File: src/rtl/uart_pkg.sv
// Shared types and constants for the UART receive path.
package uart_pkg;

  typedef enum logic [2:0] {
    IDLE  = 3'd0,
    START = 3'd1,
    DATA  = 3'd2,
    STOP  = 3'd3,
    BREAK = 3'd4
  } rx_state_t;

  localparam int OVERSAMPLE = 16;

  // Tick indices inside a bit period where the line is sampled for the majority vote.
  localparam logic [4:0] SMP_A = 5'd6;
  localparam logic [4:0] SMP_B = 5'd7;
  localparam logic [4:0] SMP_C = 5'd8;

endpackage

File: src/rtl/uart_rx_sync_2ff.sv
// Two-flop synchronizer for a single asynchronous input; flops reset to RST_VAL.
module sync_2ff #(
  parameter logic RST_VAL = 1'b0
) (
  input  logic clk,
  input  logic reset,
  input  logic d_i,
  output logic q_o
);

  logic meta_q;
  logic sync_q;

  always_ff @(posedge clk or posedge reset) begin
    if (reset) begin
      meta_q <= RST_VAL;
      sync_q <= RST_VAL;
    end else begin
      meta_q <= d_i;
      sync_q <= meta_q;
    end
  end

  assign q_o = sync_q;

endmodule

File: src/rtl/uart_rx.sv
// 16x-oversampled serial receiver: start/data/stop recovery with 3-sample majority,
// false-start rejection, framing-error flag and break hold-off.
module uart_rx
  import uart_pkg::*;
#(
  parameter int DBIT    = 8,
  parameter int SB_TICK = 16
) (
  input  logic       clk,
  input  logic       reset,
  input  logic       s_tick,
  input  logic       rx,
  output logic       rx_done_tick,
  output logic [7:0] dout,
  output logic       frame_err,
  output logic       rx_busy
);

  localparam logic [4:0] S_LAST      = 5'(OVERSAMPLE - 1);
  localparam logic [4:0] S_STOP_LAST = 5'(SB_TICK - 1);
  localparam logic [2:0] N_LAST      = 3'(DBIT - 1);

  rx_state_t  state_q, state_d;
  logic [4:0] s_q, s_d;
  logic [2:0] n_q, n_d;
  logic [7:0] b_q, b_d;
  logic [2:0] smp_q, smp_d;
  logic       done_q, done_d;
  logic [7:0] dout_q, dout_d;
  logic       ferr_q, ferr_d;
  logic       rx_s;
  logic       maj_live;
  logic       maj_q;

  sync_2ff #(.RST_VAL(1'b1)) u_sync_rx (
    .clk   (clk),
    .reset (reset),
    .d_i   (rx),
    .q_o   (rx_s)
  );

  // At s == SMP_C the third sample is still on the line, so the start check votes on it live.
  assign maj_live = (smp_q[0] & smp_q[1]) | (smp_q[0] & rx_s) | (smp_q[1] & rx_s);
  assign maj_q    = (smp_q[0] & smp_q[1]) | (smp_q[0] & smp_q[2]) | (smp_q[1] & smp_q[2]);

  always_ff @(posedge clk or posedge reset) begin
    if (reset) begin
      state_q <= IDLE;
    end else begin
      state_q <= state_d;
    end
  end

  always_comb begin
    state_d = state_q;
    s_d     = s_q;
    n_d     = n_q;
    b_d     = b_q;
    smp_d   = smp_q;

    if (s_tick && (state_q == START || state_q == DATA || state_q == STOP)) begin
      case (s_q)
        SMP_A:   smp_d[0] = rx_s;
        SMP_B:   smp_d[1] = rx_s;
        SMP_C:   smp_d[2] = rx_s;
        default: ;
      endcase
    end

    case (state_q)
      IDLE: begin
        if (!rx_s) begin
          state_d = START;
          s_d     = '0;
        end
      end
      START: begin
        if (s_tick) begin
          if (s_q == SMP_C && maj_live) begin
            state_d = IDLE;
          end else if (s_q == S_LAST) begin
            state_d = DATA;
            s_d     = '0;
            n_d     = '0;
          end else begin
            s_d = s_q + 5'd1;
          end
        end
      end
      DATA: begin
        if (s_tick) begin
          if (s_q == S_LAST) begin
            s_d = '0;
            b_d = {maj_q, b_q[7:1]};
            if (n_q == N_LAST) begin
              state_d = STOP;
            end else begin
              n_d = n_q + 3'd1;
            end
          end else begin
            s_d = s_q + 5'd1;
          end
        end
      end
      STOP: begin
        if (s_tick) begin
          if (s_q == S_STOP_LAST) begin
            s_d     = '0;
            state_d = maj_q ? IDLE : BREAK;
          end else begin
            s_d = s_q + 5'd1;
          end
        end
      end
      BREAK: begin
        if (rx_s) begin
          state_d = IDLE;
        end
      end
      default: state_d = IDLE;
    endcase
  end

  always_comb begin
    done_d = 1'b0;
    dout_d = dout_q;
    ferr_d = ferr_q;
    if (state_q == STOP && s_tick && s_q == S_STOP_LAST) begin
      done_d = 1'b1;
      dout_d = b_q >> (8 - DBIT);
      ferr_d = ~maj_q;
    end
  end

  always_ff @(posedge clk or posedge reset) begin
    if (reset) begin
      s_q    <= '0;
      n_q    <= '0;
      b_q    <= '0;
      smp_q  <= '0;
      done_q <= 1'b0;
      dout_q <= '0;
      ferr_q <= 1'b0;
    end else begin
      s_q    <= s_d;
      n_q    <= n_d;
      b_q    <= b_d;
      smp_q  <= smp_d;
      done_q <= done_d;
      dout_q <= dout_d;
      ferr_q <= ferr_d;
    end
  end

  assign rx_done_tick = done_q;
  assign dout         = dout_q;
  assign frame_err    = ferr_q;
  assign rx_busy      = (state_q != IDLE);

endmodule

File: config.mk
export PLATFORM = sky130hd
export DESIGN_NAME = uart_rx
export DESIGN_NICKNAME = d
export VERILOG_FILES = /design/src/rtl/uart_pkg.sv /design/src/rtl/uart_rx_sync_2ff.sv /design/src/rtl/uart_rx.sv
export SDC_FILE = /design/constraint.sdc
export NUM_CORES = 1
export LEC_CHECK = 0
export BUFFER_PORTS_ARGS = -buffer_cell sky130_fd_sc_hd__buf_2
export CAP_MARGIN = 5
export CORE_MARGIN = 1
export CORE_UTILIZATION = 45
export CTS_CLUSTER_DIAMETER = 60
export DETAILED_ROUTE_END_ITERATION = 8
export PLACE_DENSITY = 0.66
export SLEW_MARGIN = 25
export SYNTH_ARGS = -nofsm -noshare
export SYNTH_HDL_FRONTEND = slang
export SYNTH_HIERARCHICAL = 1
export SYNTH_SLANG_ARGS = --single-unit
export TNS_END_PERCENT = 5
File: constraint.sdc
create_clock -name clk -period 3.95 [get_ports clk]
set_clock_uncertainty 0.05 [all_clocks]
set_input_delay 0 -clock clk [delete_from_list [all_inputs] [get_ports clk]]
set_output_delay 0 -clock clk [all_outputs]
set_load 0.02 [all_outputs]
==> reports/metrics.yaml <==
first_global_vias: 1158
postRouteAntennaNets: 0
layout-drive-gt1-share: 0.3667
ys_seq_elements: 34
port_buffers: 14
first_pass_iters: 4
ys_warn_count: 6
status: "finished clean"
synth_area_leaders: "dfrtp_1 (49%), mux2_2 (9.6%), mux2_4 (5.5%)"
rows: 21
start_kind: "register"
power_w: 0.0009846
rsz0062_at_grt: "no"
nNetsFinal: 159
synthToLayoutAreaGrowth_pct: 13.39
fin_hold_ws_ps: 178.4
cp-end-kind: "register"
synth.distinct_cells: 48
grt_first_pass_wirelength_mm: 5.078
ctsResizeCount: 0
critPathMaxStageDelay_ps: 790
die_height_um: 62.45
p_per_area_mw_per_mm2: 528.2
post-route-period-util: 0.5489
vias: 1049
synth_nets: 138
cts_post_setup_buffers_inserted: 0
synth-edff-count: 0
n_antenna_cell: 0
die_x_um: 62.45
hpwl_mm: 2.033
synth_flop_cell: "dfrtp_1"
grt_overflow_total: 0
synth_area_sq_mm: 0.001644
use_met1: 0.1925
initialDrtViolationCount: 62
slowest_stage: "nor4_4"
reg2reg_from: "s_q[0]$_DFFE_PP0P_"
cts_tree: "built"
maxSlewHeadroom: 0.4272
finalSetupViolCount: 0
worst-setup-path-type: "reg2reg"
fin_area_sq_mm: 0.001864
setup.worst_path.start: "s_q[0]$_DFFE_PP0P_"
ff2ff_path_depth: 4
routed_wl_mm: 2.813
clockBufferDepth: 2
async_flop_share: 1.000
cp_cell_sequence: "ha_1 -> nand3_2 -> nor4_4 -> mux2_2"
cts_num_sinks: 34
crit_required_ps: 4120
endpoint: "dout[7]$_DFFE_PP0P_"
fmax_mhz: 461.2
fin_util: 0.5458
avgSynthCellArea_sq_um: 12.74
met3_usage: 0.06934
drcViolationCount: 0
synthCells: 129
vias_per_cell: 5.352
antenna_found_initial: 0
avgRoutedWirePerCell_um: 14.35
fin_tns_setup_ps: 0
worst_ir_drop_vdd_uv: 275.8
grtUsageMet2: 0.2921
start_util: 0.4813
worst_pin_slew_ps: 852.8
yosysSeqAreaShare: 0.5190
place_congestion: 0.8113
top_usage_layer: "met2"
reg2reg_slack_ps: 1780
core_area_sq_mm: 0.003416
h-tree-depth: 2
cts_root_buffer: "clkbuf_4"
worstSkewPairLatency_ps: 330
post_dp_cell_area_sq_mm: 0.001753
synth_top_cell_by_area: "dfrtp_1"
min_period_ps: 2168
r2r_end: "dout[7]$_DFFE_PP0P_"
cap_violations: 0
fp.dieArea_sq_mm: 0.003899
synth_top_area_frac: 0.4871
grt_max_degree: 33
clk_pin_slew_ps: 100
arrival_ps: 2340
p_leak_nw: 0.9013
cts_hold_buf: 3
io_pins: 15
grt.total_usage: 0.1738
hold_path_class: "in2async"
crit_path_max_fanout: 12
cts_made_buffers: 5
hold_viol_final: 0
final_max_slew_viol_count: 0
[cells by family after synthesis]
family | count (synthesis) | synth area share
multiplexers | 21 | 0.1568
flip-flops | 34 | 0.5190
XOR/XNOR | 1 | 0.005328
buffers and inverters | 11 | 0.03196
adder cells (fa/ha/maj) | 7 | 0.05099
AND/OR/NAND/NOR | 34 | 0.1400
AO/OA/AOI/OAI | 21 | 0.09588
[worst min-delay path by stage]
stage                     start                         end  slack, ps  cells past startpoint
after floorplan           reset  u_sync_rx/meta_q$_DFF_PP1_       -140                      1
after global placement    reset  u_sync_rx/meta_q$_DFF_PP1_        -20                      2
after detailed placement  reset  u_sync_rx/meta_q$_DFF_PP1_         -7                      2
after CTS                 reset  u_sync_rx/meta_q$_DFF_PP1_        170                      3
after global routing      reset  u_sync_rx/meta_q$_DFF_PP1_        170                      3
final                     reset  u_sync_rx/meta_q$_DFF_PP1_        180                      3
[worst max-delay path: cells and delay by family (launching register included)]
| kind | cells | cell delay [ps] |
|---|---|---|
| mux | 1 | 410 |
| simple gates | 2 | 950 |
| fa+ha+maj | 1 | 250 |
| flops | 1 | 400 |
[where the power goes]
part | switching, W | internal (W) | leakage [nW]
Sequential | 0.0000643 | 0.000398 | 0.448
Combinational | 0.000139 | 0.000125 | 0.409
Clock | 0.000111 | 0.000147 | 0.0443
Total | 0.000314 | 0.000671 | 0.901
[state kept, by name, indices dropped and copies added (netlist names)]
| signal | cells |
|---|---|
| rx_done_tick | 1 |
| s_q | 5 |
| state_q | 3 |
| frame_err | 1 |
| u_sync_rx/q_o | 1 |
| b_q | 8 |
| dout | 8 |
| n_q | 3 |
| smp_q | 3 |
| u_sync_rx/meta_q | 1 |
[metrics by stage]
step | cells | setup slack (ps)
3_3_place_gp | 186 | 1835
4_1_cts | 196 | 1765
6_report | 196 | 1782
3_5_place_dp | 186 | 1773
2_1_floorplan | 129 | 2241
5_1_grt | 196 | 1613
[layer usage]
metal | wire [um] | up-vias | share of wire
li1 | - | 505 | -
met1 | 1194 | 517 | 0.42
met2 | 1425 | 23 | 0.51
met3 | 149 | 4 | 0.053
met4 | 44 | 0 | 0.016
met5 | 0 | - | 0
[cells in the final DEF, fill, tap and decap left out, types with 2 or more instances in the layout]
| cell | Yosys | final |
|---|---|---|
| nor2_1 | 5 | 5 |
| a211oi_1 | 2 | 2 |
| nand2_1 | 5 | 5 |
| dfstp_2 | 2 | 2 |
| dfrtp_1 | 32 | 32 |
| mux2_4 | 6 | 6 |
| o21bai_1 | 3 | 3 |
| o21ai_0 | 3 | 3 |
| dlygate4sd3_1 | 0 | 3 |
| a21boi_0 | 2 | 2 |
| nor2b_1 | 4 | 4 |
| buf_2 | 3 | 14 |
| nand3_1 | 2 | 2 |
| mux2_2 | 14 | 14 |
| o31ai_1 | 2 | 2 |
| inv_1 | 7 | 7 |
| ha_1 | 5 | 5 |
| clkbuf_4 | 0 | 5 |
[cell usage after synthesis, types with 2 or more instances]
library cell   n
nor2_1         5
dfrtp_1       32
o21bai_1       3
nand3_1        2
inv_1          7
nor2b_1        4
o31ai_1        2
mux2_2        14
a211oi_1       2
o21ai_0        3
dfstp_2        2
ha_1           5
a21boi_0       2
nand2_1        5
mux2_4         6
buf_2          3
[layout make-up]
type / instances / area (sq um)
timing repair buffer: 18 / 107.6
clock buffer: 6 / 51.30
inverter: 7 / 26.28
tap: 46 / 57.56
fill: 296 / 1551
sequential: 34 / 853.3
multi-input combinational: 84 / 738.2
clock inverter: 1 / 30.03
No activity file was read; power rests on OpenSTA's default activity.
